<file path="src/rtl/pipeline_stage_3_ex.sv">
`timescale 1ns/1ps
// -----------------------------------------------------------------------------
// pipeline_stage_3_ex
// Execute stage of the 5-stage MIPS pipeline. It holds the ALU, the flag
// generator, the branch/jump target adders and an iterative multiply/divide
// unit (MDU) that owns the HI/LO registers. It also loads the EX/MEM register.
//
// Optional build macro: EX_FAST_MUL_EN
//   defined   -> MULT/MULTU finish in one cycle through a combinational
//                multiplier. DIV/DIVU stay iterative.
//   undefined -> all four MDU ops run on the iterative state machine.
//
// Ports
//   clk, rst          rising-edge clock, asynchronous active-high reset
//   flush             next EX/MEM load is a bubble (M/WB cleared); aborts MDU
//   IDEX_*            ID/EX pipeline register contents (operands, controls)
//   EXMEM_*           registered EX/MEM pipeline register fields
//   stall             high while the MDU is in flight (upstream must hold)
//
// The MDU produces one product/quotient bit per cycle. MD_CYCLES must
// therefore stay at 32 for the results to be arithmetically correct.
// -----------------------------------------------------------------------------
module pipeline_stage_3_ex #(
    parameter int          MD_CYCLES = 32,
    parameter logic [31:0] RESET_PC  = 32'h0
) (
    input  logic        clk,
    input  logic        rst,
    input  logic        flush,
    input  logic [31:0] IDEX_PC,
    input  logic [15:0] IDEX_M,
    input  logic [3:0]  IDEX_WB,
    input  logic [4:0]  IDEX_ALUop,
    input  logic        IDEX_ALUsrc,
    input  logic [31:0] IDEX_RS,
    input  logic [31:0] IDEX_RT,
    input  logic [31:0] IDEX_Imm,
    input  logic [4:0]  IDEX_Shamt,
    input  logic [25:0] IDEX_Jfield,
    input  logic [4:0]  IDEX_Waddr,
    output logic [15:0] EXMEM_M,
    output logic [3:0]  EXMEM_WB,
    output logic [31:0] EXMEM_Baddr,
    output logic [31:0] EXMEM_Jaddr,
    output logic [3:0]  EXMEM_FLAGS,
    output logic [31:0] EXMEM_ALU,
    output logic [31:0] EXMEM_MData,
    output logic [4:0]  EXMEM_Waddr,
    output logic [31:0] EXMEM_PC,
    output logic        stall
);
    localparam int CNT_W = $clog2(MD_CYCLES + 1);

    localparam logic [4:0] OP_ADD  = 5'd0,  OP_SUB  = 5'd1,  OP_AND  = 5'd2,  OP_OR   = 5'd3;
    localparam logic [4:0] OP_XOR  = 5'd4,  OP_NOR  = 5'd5,  OP_SLT  = 5'd6,  OP_SLTU = 5'd7;
    localparam logic [4:0] OP_SLL  = 5'd8,  OP_SRL  = 5'd9,  OP_SRA  = 5'd10, OP_LUI  = 5'd11;
    localparam logic [4:0] OP_MFHI = 5'd12, OP_MFLO = 5'd13, OP_MULT = 5'd14, OP_MULTU = 5'd15;
    localparam logic [4:0] OP_DIV  = 5'd16, OP_DIVU = 5'd17, OP_MTHI = 5'd18, OP_MTLO = 5'd19;

    typedef enum logic [1:0] {MD_IDLE = 2'd0, MD_BUSY = 2'd1, MD_DONE = 2'd2} md_state_t;

    // Two's-complement negation.
    function automatic logic [31:0] neg32(input logic [31:0] v);
        return ~v + 32'd1;
    endfunction

    // Magnitude of a value when it is treated as signed; raw value otherwise.
    function automatic logic [31:0] mag32(input logic [31:0] v, input logic sgn);
        return (sgn && v[31]) ? neg32(v) : v;
    endfunction

    md_state_t         md_state_r;
    logic [CNT_W-1:0]  cnt_r;
    logic              md_div_r, neg_res_r, neg_rem_r, div_zero_r;
    logic [31:0]       acc_hi_r, acc_lo_r, mag_b_r, dividend_r;
    logic [31:0]       hi_r, lo_r;

    logic [31:0] op_b_s, alu_res_s;
    logic [32:0] sum_s, diff_s;
    logic        flag_c_s, flag_v_s;
    logic        is_md_s, op_signed_s, op_div_s, md_start_s, stall_s, bubble_s, mt_ok_s;
    logic [32:0] mul_sum_s, div_trial_s;
    logic        div_ge_s;
    logic [31:0] div_rem_s, md_hi_s, md_lo_s;
    logic [63:0] prod_s;

    assign op_b_s      = IDEX_ALUsrc ? IDEX_Imm : IDEX_RT;
    assign op_signed_s = (IDEX_ALUop == OP_MULT) || (IDEX_ALUop == OP_DIV);
    assign op_div_s    = (IDEX_ALUop == OP_DIV) || (IDEX_ALUop == OP_DIVU);
`ifdef EX_FAST_MUL_EN
    logic [63:0] fast_prod_s;
    logic        fast_mul_wr_s;
    // Sign/zero-extend to 64 bits so the low 64 bits of the product are exact.
    assign fast_prod_s   = (IDEX_ALUop == OP_MULT) ?
                           ({{32{IDEX_RS[31]}}, IDEX_RS} * {{32{op_b_s[31]}}, op_b_s}) :
                           ({32'd0, IDEX_RS} * {32'd0, op_b_s});
    assign fast_mul_wr_s = (md_state_r == MD_IDLE) && !flush &&
                           ((IDEX_ALUop == OP_MULT) || (IDEX_ALUop == OP_MULTU));
    assign is_md_s       = op_div_s;
`else
    assign is_md_s       = op_div_s || (IDEX_ALUop == OP_MULT) || (IDEX_ALUop == OP_MULTU);
`endif
    // stall rises combinationally in the accepting cycle so ID/EX holds at once.
    assign md_start_s = !rst && (md_state_r == MD_IDLE) && !flush && is_md_s;
    assign stall_s    = md_start_s || (!rst && (md_state_r == MD_BUSY));
    assign stall      = stall_s;
    assign bubble_s   = flush || stall_s;
    assign mt_ok_s    = (md_state_r == MD_IDLE) && !flush;

    // ALU datapath and V/C flag generation.
    always_comb begin
        sum_s     = {1'b0, IDEX_RS} + {1'b0, op_b_s};
        diff_s    = {1'b0, IDEX_RS} + {1'b0, ~op_b_s} + 33'd1;  // carry = no-borrow
        alu_res_s = 32'd0;
        flag_c_s  = 1'b0;
        flag_v_s  = 1'b0;
        case (IDEX_ALUop)
            OP_ADD: begin
                alu_res_s = sum_s[31:0];
                flag_c_s  = sum_s[32];
                flag_v_s  = (IDEX_RS[31] == op_b_s[31]) && (sum_s[31] != IDEX_RS[31]);
            end
            OP_SUB: begin
                alu_res_s = diff_s[31:0];
                flag_c_s  = diff_s[32];
                flag_v_s  = (IDEX_RS[31] != op_b_s[31]) && (diff_s[31] != IDEX_RS[31]);
            end
            OP_AND:  alu_res_s = IDEX_RS & op_b_s;
            OP_OR:   alu_res_s = IDEX_RS | op_b_s;
            OP_XOR:  alu_res_s = IDEX_RS ^ op_b_s;
            OP_NOR:  alu_res_s = ~(IDEX_RS | op_b_s);
            OP_SLT:  alu_res_s = {31'd0, ($signed(IDEX_RS) < $signed(op_b_s))};
            OP_SLTU: alu_res_s = {31'd0, (IDEX_RS < op_b_s)};
            OP_SLL:  alu_res_s = op_b_s << IDEX_Shamt;
            OP_SRL:  alu_res_s = op_b_s >> IDEX_Shamt;
            OP_SRA:  alu_res_s = $unsigned($signed(op_b_s) >>> IDEX_Shamt);
            OP_LUI:  alu_res_s = {op_b_s[15:0], 16'd0};
            OP_MFHI: alu_res_s = hi_r;
            OP_MFLO: alu_res_s = lo_r;
            OP_MULT, OP_MULTU, OP_DIV, OP_DIVU, OP_MTHI, OP_MTLO: alu_res_s = 32'd0;
            default: alu_res_s = op_b_s;
        endcase
    end

    // MDU step logic (shift-add / restoring divide) and final sign fix-up.
    always_comb begin
        mul_sum_s   = {1'b0, acc_hi_r} + (acc_lo_r[0] ? {1'b0, mag_b_r} : 33'd0);
        div_trial_s = {acc_hi_r, acc_lo_r[31]};
        div_ge_s    = (div_trial_s >= {1'b0, mag_b_r});
        // The difference is below the divisor, so 32 bits hold it exactly.
        div_rem_s   = div_ge_s ? (div_trial_s[31:0] - mag_b_r) : div_trial_s[31:0];
        prod_s      = neg_res_r ? (~{acc_hi_r, acc_lo_r} + 64'd1) : {acc_hi_r, acc_lo_r};
        if (md_div_r) begin
            if (div_zero_r) begin
                md_hi_s = dividend_r;
                md_lo_s = 32'hFFFF_FFFF;
            end else begin
                md_hi_s = neg_rem_r ? neg32(acc_hi_r) : acc_hi_r;
                md_lo_s = neg_res_r ? neg32(acc_lo_r) : acc_lo_r;
            end
        end else begin
            md_hi_s = prod_s[63:32];
            md_lo_s = prod_s[31:0];
        end
    end

    // MDU state machine: operand capture, iteration, completion.
    always_ff @(posedge clk or posedge rst) begin
        if (rst) begin
            md_state_r <= MD_IDLE;
            cnt_r      <= {CNT_W{1'b0}};
            md_div_r   <= 1'b0;
            neg_res_r  <= 1'b0;
            neg_rem_r  <= 1'b0;
            div_zero_r <= 1'b0;
            acc_hi_r   <= 32'd0;
            acc_lo_r   <= 32'd0;
            mag_b_r    <= 32'd0;
            dividend_r <= 32'd0;
        end else begin
            case (md_state_r)
                MD_IDLE: begin
                    if (md_start_s) begin
                        md_state_r <= MD_BUSY;
                        cnt_r      <= CNT_W'(MD_CYCLES);
                        md_div_r   <= op_div_s;
                        neg_res_r  <= op_signed_s && (IDEX_RS[31] ^ op_b_s[31]);
                        neg_rem_r  <= op_signed_s && IDEX_RS[31];
                        div_zero_r <= (op_b_s == 32'd0);
                        dividend_r <= IDEX_RS;
                        acc_hi_r   <= 32'd0;
                        acc_lo_r   <= mag32(IDEX_RS, op_signed_s);
                        mag_b_r    <= mag32(op_b_s, op_signed_s);
                    end else begin
                        md_state_r <= MD_IDLE;
                    end
                end
                MD_BUSY: begin
                    if (flush) begin
                        md_state_r <= MD_IDLE;
                    end else begin
                        cnt_r <= cnt_r - CNT_W'(1);
                        if (md_div_r) begin
                            acc_hi_r <= div_rem_s;
                            acc_lo_r <= {acc_lo_r[30:0], div_ge_s};
                        end else begin
                            acc_hi_r <= mul_sum_s[32:1];
                            acc_lo_r <= {mul_sum_s[0], acc_lo_r[31:1]};
                        end
                        md_state_r <= (cnt_r == CNT_W'(1)) ? MD_DONE : MD_BUSY;
                    end
                end
                MD_DONE: md_state_r <= MD_IDLE;
                default: md_state_r <= MD_IDLE;
            endcase
        end
    end

    // HI/LO registers: MDU completion, fast multiply and MTHI/MTLO writes.
    always_ff @(posedge clk or posedge rst) begin
        if (rst) begin
            hi_r <= 32'd0;
            lo_r <= 32'd0;
        end else if ((md_state_r == MD_DONE) && !flush) begin
            hi_r <= md_hi_s;
            lo_r <= md_lo_s;
`ifdef EX_FAST_MUL_EN
        end else if (fast_mul_wr_s) begin
            hi_r <= fast_prod_s[63:32];
            lo_r <= fast_prod_s[31:0];
`endif
        end else if (mt_ok_s && (IDEX_ALUop == OP_MTHI)) begin
            hi_r <= IDEX_RS;
        end else if (mt_ok_s && (IDEX_ALUop == OP_MTLO)) begin
            lo_r <= IDEX_RS;
        end else begin
            hi_r <= hi_r;
            lo_r <= lo_r;
        end
    end

    // EX/MEM pipeline register; flush or stall only clears the control bundles.
    always_ff @(posedge clk or posedge rst) begin
        if (rst) begin
            EXMEM_M     <= 16'd0;
            EXMEM_WB    <= 4'd0;
            EXMEM_Baddr <= 32'd0;
            EXMEM_Jaddr <= 32'd0;
            EXMEM_FLAGS <= 4'd0;
            EXMEM_ALU   <= 32'd0;
            EXMEM_MData <= 32'd0;
            EXMEM_Waddr <= 5'd0;
            EXMEM_PC    <= RESET_PC;
        end else begin
            EXMEM_M     <= bubble_s ? 16'd0 : IDEX_M;
            EXMEM_WB    <= bubble_s ? 4'd0 : IDEX_WB;
            EXMEM_Baddr <= IDEX_PC + (IDEX_Imm << 2);
            EXMEM_Jaddr <= {IDEX_PC[31:28], IDEX_Jfield, 2'b00};
            EXMEM_FLAGS <= {flag_v_s, flag_c_s, alu_res_s[31], (alu_res_s == 32'd0)};
            EXMEM_ALU   <= alu_res_s;
            EXMEM_MData <= IDEX_RT;
            EXMEM_Waddr <= IDEX_Waddr;
            EXMEM_PC    <= IDEX_PC;
        end
    end

endmodule

</file>
<file path="config.mk">
export PLATFORM = sky130hd
export DESIGN_NAME = pipeline_stage_3_ex
export DESIGN_NICKNAME = d
export VERILOG_FILES = /design/src/rtl/pipeline_stage_3_ex.sv
export SDC_FILE = /design/constraint.sdc
export NUM_CORES = 2
export LEC_CHECK = 0
export ABC_CLOCK_PERIOD_IN_PS = 15400
export CAP_MARGIN = 20
export CORE_UTILIZATION = 35
export CTS_CLUSTER_SIZE = 30
export DETAILED_ROUTE_END_ITERATION = 10
export HOLD_SLACK_MARGIN = 0.03
export SLEW_MARGIN = 20
export SYNTH_ARGS = -nofsm -noshare
export SYNTH_HDL_FRONTEND = slang
export SYNTH_SLANG_ARGS = --single-unit
</file>
<file path="constraint.sdc">
create_clock -name clk -period 15.4 [get_ports clk]
set_clock_uncertainty 0.05 [all_clocks]
set_input_delay 3.85 -clock clk [delete_from_list [all_inputs] [get_ports clk]]
set_output_delay 3.85 -clock clk [all_outputs]
set_load 0.005 [all_outputs]
</file>
* Word-level counts from Yosys, hierarchy flattened *
Cells that the tools add are included.

operators by class
  multiply operators = 0
  bitwise operators = 10
  $lt $le $gt $ge = 3
  reductions and logical operators = 32
  divide/modulo/power cells = 0
  equal/unequal tests = 29
  muxes and demuxes = 37
  shift-type cells = 3
  $add $sub $neg = 12

operators with widths
  cell                   count
  $mux 32                22
  $pmux 32 s15           1
  $not 32->32            5
  $add 32x1->32 const B  4
  $pmux 32 s2            2
  $add 32x32->33         3
  $add 64x1->64 const B  1
  $logic_not 32->1       2
  $lt 32x32->1           2
  $mux 64                1
  $not 64->64            1
  $eq 5x4->1 const B     8
  $add 33x1->33 const B  1
  $ge 33x32->1           1
  $add 32x32->32         1
  $and 32x32->32         1
  $or 32x32->32          1
  $shl 32x5->32          1
  $shr 32x5->32          1
  $sshr 32x5->32         1
  $sub 32x32->32         1
  $xor 32x32->32         1
  $eq 5x3->1 const B     4
  $eq 5x5->1 const B     4
  other kinds (27)       56

storage, ports and cells
  latch bits = 0
  register bits = 391
  memory bits (read-only) = 0
  memories kept = 0
  input bits = 193
  logic and storage cells = 147
  bits in writable memories = 0

* Logic depth before layout (Yosys ltp) *
  word-level depth = 8
  depth in mapped cells = 22
  depth with buffers taken out = 17

* Worst setup path after synthesis *
Ideal clock, no wire load.

  path type = input -> output
  start point = input IDEX_ALUop[1]
  end point = output stall
  setup slack = 5.829 ns
  buffers on the path = 4
  arrival = 5.671 ns
  stages on the path = 8
  cell sequence = clkbuf_1 buf_1 clkbuf_1 nor4_1 a31oi_1 or3_1 clkbuf_1 o21ai_0

on the way
  longest elaborated chain between the ends = 6
  elaborated cells between the ends (all ways) = 9
  classes of those cells = 4 x eq/ne; 5 x reduce/logical

RTL lines
  element                RTL line  text
  start: declaration     33        input logic [4:0] IDEX_ALUop,
  $eq 5x5->1             89        assign op_div_s = (IDEX_ALUop == OP_DIV) || (IDEX_ALUop == OP_DIVU);
  $logic_or 1x1->1       89
  $logic_or 1x1->1       101       assign is_md_s = op_div_s || (IDEX_ALUop == OP_MULT) || (IDEX_ALUop == OP_MULTU);
  $logic_or 1x1->1 (*)   101
  $logic_and 1x1->1 (*)  104       assign md_start_s = !rst && (md_state_r == MD_IDLE) && !flush && is_md_s;
  $logic_or 1x1->1 (*)   105       assign stall_s = md_start_s || (!rst && (md_state_r == MD_BUSY));
  end: declaration       50        output logic stall

Mark *: on every way between the ends. The rest lies on a longest branch, timed or not.

* Worst setup path after layout *
  start point = input IDEX_ALUop[4]
  end point = output stall

Same word-level chain as after synthesis.

==> flow_metrics.env <==
export IMPL_status="completed"
export IMPL_slowest_stage="or3_4"
export IMPL_netlist_instances=4385
export IMPL_gp_congestion=1.02
export IMPL_post_cts_buffers=0
export IMPL_cts_tree="yes"
export IMPL_pwr_share_clk_pct=24.7
export IMPL_synthArstFlopShare_pct=100
export IMPL_dp_slack_ps=4700
export IMPL_utilization_pct=42.0
export IMPL_avgRoutedWirePerCell_um=28.9
export IMPL_hp_start="dividend_r[26]$_DFFE_PP0P_"
export IMPL_clk_latency_ps=650
export IMPL_switching_share_pct=42.7
export IMPL_grt_max_degree=148
export IMPL_rows=116
export IMPL_ir_drop_v=0.0000729
export IMPL_ios=383
export IMPL_grt_pass1_vias=34300
export IMPL_max_freq_mhz=93.0
export IMPL_hold_buffers=0
export IMPL_synth_ff_type="dfrtp_1"
export IMPL_antenna_found_initial=8
export IMPL_yosysWarnings=0
export IMPL_initial_utilization_pct=35.3
export IMPL_synth_seq_cells=384
export IMPL_fp_dieArea_um2=102000
export IMPL_overflow=0
export IMPL_path_cells="clkdlybuf4s50_1, buf_4, inv_1, nor4_1, a31oi_1, buf_4, or3_4, o21ai_0, clkdlybuf4s50_1"
export IMPL_powerDensity_nw_per_um2=117
export IMPL_slew_headroom_pct=10.4
export IMPL_cp_end_kind="output port"
export IMPL_wl_um=171000
export IMPL_cp_data_required_time_ps=11500
export IMPL_worstHoldPathCells=2
export IMPL_die_y_um=320
export IMPL_netlist_top_cells_count="nand2_1 (479), o21ai_0 (420), dfrtp_1 (384)"
export IMPL_ys_seq_area_share_pct=27.2
export IMPL_first_iter_violations=5517
export IMPL_p_switching_w=0.00209
export IMPL_hpwl_um=132000
export IMPL_rr_worst_depth=14
export IMPL_regToRegSetupSlack_ps=10330
export IMPL_synth_top_cell_by_area="dfrtp_1"
export IMPL_maxCapViolCount=0
export IMPL_vias=37500
export IMPL_drv_slew=0
export IMPL_min_path_type="flip-flop to flip-flop"
export IMPL_critical_path_class="input port to output port"
export IMPL_port_buffer_count=380
export IMPL_cts_buffers_inserted=48
export IMPL_worstPathArrival_ps=6860
export IMPL_finalWorstSetupSlack_ps=4640
export IMPL_synth_top_area_share_pct=27.2
export IMPL_r2r_start="acc_lo_r[0]$_DFFE_PP0P_"
export IMPL_finalSetupTns_ps=0
export IMPL_clock_sinks=384
export IMPL_drtAntennaViolNets=0
export IMPL_min_period_ps=10760
export IMPL_yosysUniqueCellTypes=89
export IMPL_drive_above_1_share_pct=7.33
export IMPL_synth_edf_count=0
export IMPL_combPwrFrac_pct=46.0
export IMPL_hold_viol=0
export IMPL_synth_most_common_cell="nand2_1"
export IMPL_internal_power_w=0.00280
export IMPL_fin_nets=5011
export IMPL_area_delta_synth_final_pct=18.9
export IMPL_pwr_share_seq_pct=29.3
export IMPL_core_area_um2=100000
export IMPL_root_buffer="clkbuf_16"
export IMPL_tightest_slew_ps=1330
export IMPL_htreeDepth=2
export IMPL_clk_pin_slew_ps=70
export IMPL_hold_ws_ps=429
export IMPL_via_per_inst=6.32
export IMPL_critPathMaxFanout=59
export IMPL_syn_cell_area_um2=35300
export IMPL_synth_area_leaders="dfrtp_1 (27%), ha_1 (7.5%), o21ai_0 (6.0%), nand2_1 (5.1%), mux2i_1 (4.8%)"
export IMPL_cts_buffer_depth=3
export IMPL_first_pass_iters=9
export IMPL_drc=0
export IMPL_grt_total_usage_pct=32.4
export IMPL_holdPathEnd="dividend_r[26]$_DFFE_PP0P_"
export IMPL_syn_avg_cell_area_um2=8.05
export IMPL_crit_path_max_incr_delay_ps=590
export IMPL_r2r_end="hi_r[2]$_DFFE_PP0P_"
export IMPL_postCtsResizedCells=0
export IMPL_die_width_um=320
export IMPL_post_route_period_util_pct=69.8
export IMPL_rsz0062_at_grt="no"
export IMPL_grt_pass1_wl_um=246000
export IMPL_leakagePower_nw=17.2
export IMPL_start_kind="input port"
export IMPL_finalSetupViolCount=0
metrics by stage:
stage / instances / instance area [um2] / power, W
after floorplan: 4386 / 35300 / 0.00284
after global placement: 5848 / 40300 / 0.00361
after detailed placement: 5850 / 40300 / 0.00363
after CTS: 5934 / 42000 / 0.00486
after global routing: 5934 / 42000 / 0.00516
final: 5937 / 42000 / 0.00489
layout by cell type (no fill, tap or decap), drive strengths merged, types with 16 or more instances in the layout:
cell type      Yosys  routed
nor4              33      33
a221oi            37      37
o211ai            70      70
nor2b             51      51
nand2            479     479
or4               19      19
buf               78      99
a22oi             56      56
o21ai            420     420
and2              40      40
xnor2            168     168
ha               211     211
a211oi            60      60
xor2              39      39
or3               54      54
o21bai            19      19
inv              169     172
a21o              52      52
o221ai            26      26
a221o             17      17
o21a              20      20
a2111oi           18      18
a32oi             16      16
dfrtp            384     384
nand3             90      90
clkbuf           231      65
o31ai             36      36
a21oi            299     299
nor3             101     101
mux2i            169     169
mux4              65      65
clkdlybuf4s50      0     376
mux2              36      36
or2               18      18
a31oi             40      40
and3              28      28
nor2             374     374
o22ai             68      68
nand2b            52      52
nand4             41      41
power by group through the flow:
stage	registers [W]	logic, W	clock network [W]
floorplan	0.00134	0.00150	0
global placement	0.00144	0.00217	0
detailed placement	0.00144	0.00218	0
CTS	0.00143	0.00220	0.00123
global route	0.00146	0.00243	0.00127
finish	0.00143	0.00225	0.00121
layer usage:
| layer | GRT usage (%) | wire (um) |
|---|---|---|
| met1 | 45.1 | 72500 |
| met2 | 47.4 | 72100 |
| met3 | 7.35 | 17800 |
| met4 | 14.5 | 8710 |
| met5 | 0 | 200 |
final cells by class:
class | instances | area (um2)
fill | 10100 | 58000
multi-input combinational | 3518 | 23900
sequential | 384 | 9610
timing repair buffer | 475 | 4530
tap | 1298 | 1620
clock buffer | 65 | 1350
inverter | 175 | 664
clock inverter | 19 | 285
antenna | 3 | 7.51
worst max-delay path: cells and delay by family:
kind                   cells  cell delay (ps)
buffers and inverters      5             1690
AOI/OAI and AO/OA          2              340
and+or+nand+nor            2              930
worst max-delay path by stage:
stage / slack [ps] / cells past startpoint / to / startpoint
global placement: 4730 / 9 / stall / IDEX_ALUop[4]
global route: 4510 / 9 / stall / IDEX_ALUop[4]
CTS: 4690 / 9 / stall / IDEX_ALUop[4]
floorplan: 830 / 1 / EXMEM_ALU[0]$_DFF_PP0_ / rst
detailed placement: 4700 / 9 / stall / IDEX_ALUop[4]
finish: 4640 / 9 / stall / IDEX_ALUop[4]
state kept, by name (all words and copies together), names as in the netlist, 5 cells and up:
name / cells
EXMEM_ALU: 31
EXMEM_Baddr: 30
EXMEM_Jaddr: 27
EXMEM_M: 16
EXMEM_MData: 32
EXMEM_PC: 31
EXMEM_Waddr: 5
acc_hi_r: 32
acc_lo_r: 32
cnt_r: 6
dividend_r: 32
hi_r: 32
lo_r: 32
mag_b_r: 32
kinds of logic (layout without fill, tap and decap cells):
family                   count (synthesis)  count (layout)  share of synthesized area, %
multiplexers                           270             270                          10.1
adder cells (fa/ha/maj)                216             216                          7.76
AND/OR/NAND/NOR                       1421            1421                          18.9
other                                    1               5                        0.0106
XOR/XNOR                               207             207                          5.14
AO/OA/AOI/OAI                         1402            1402                          25.6
buffers and inverters                  484             734                          5.33
flip-flops                             384             384                          27.2
(Power assumes the default switching activity.)
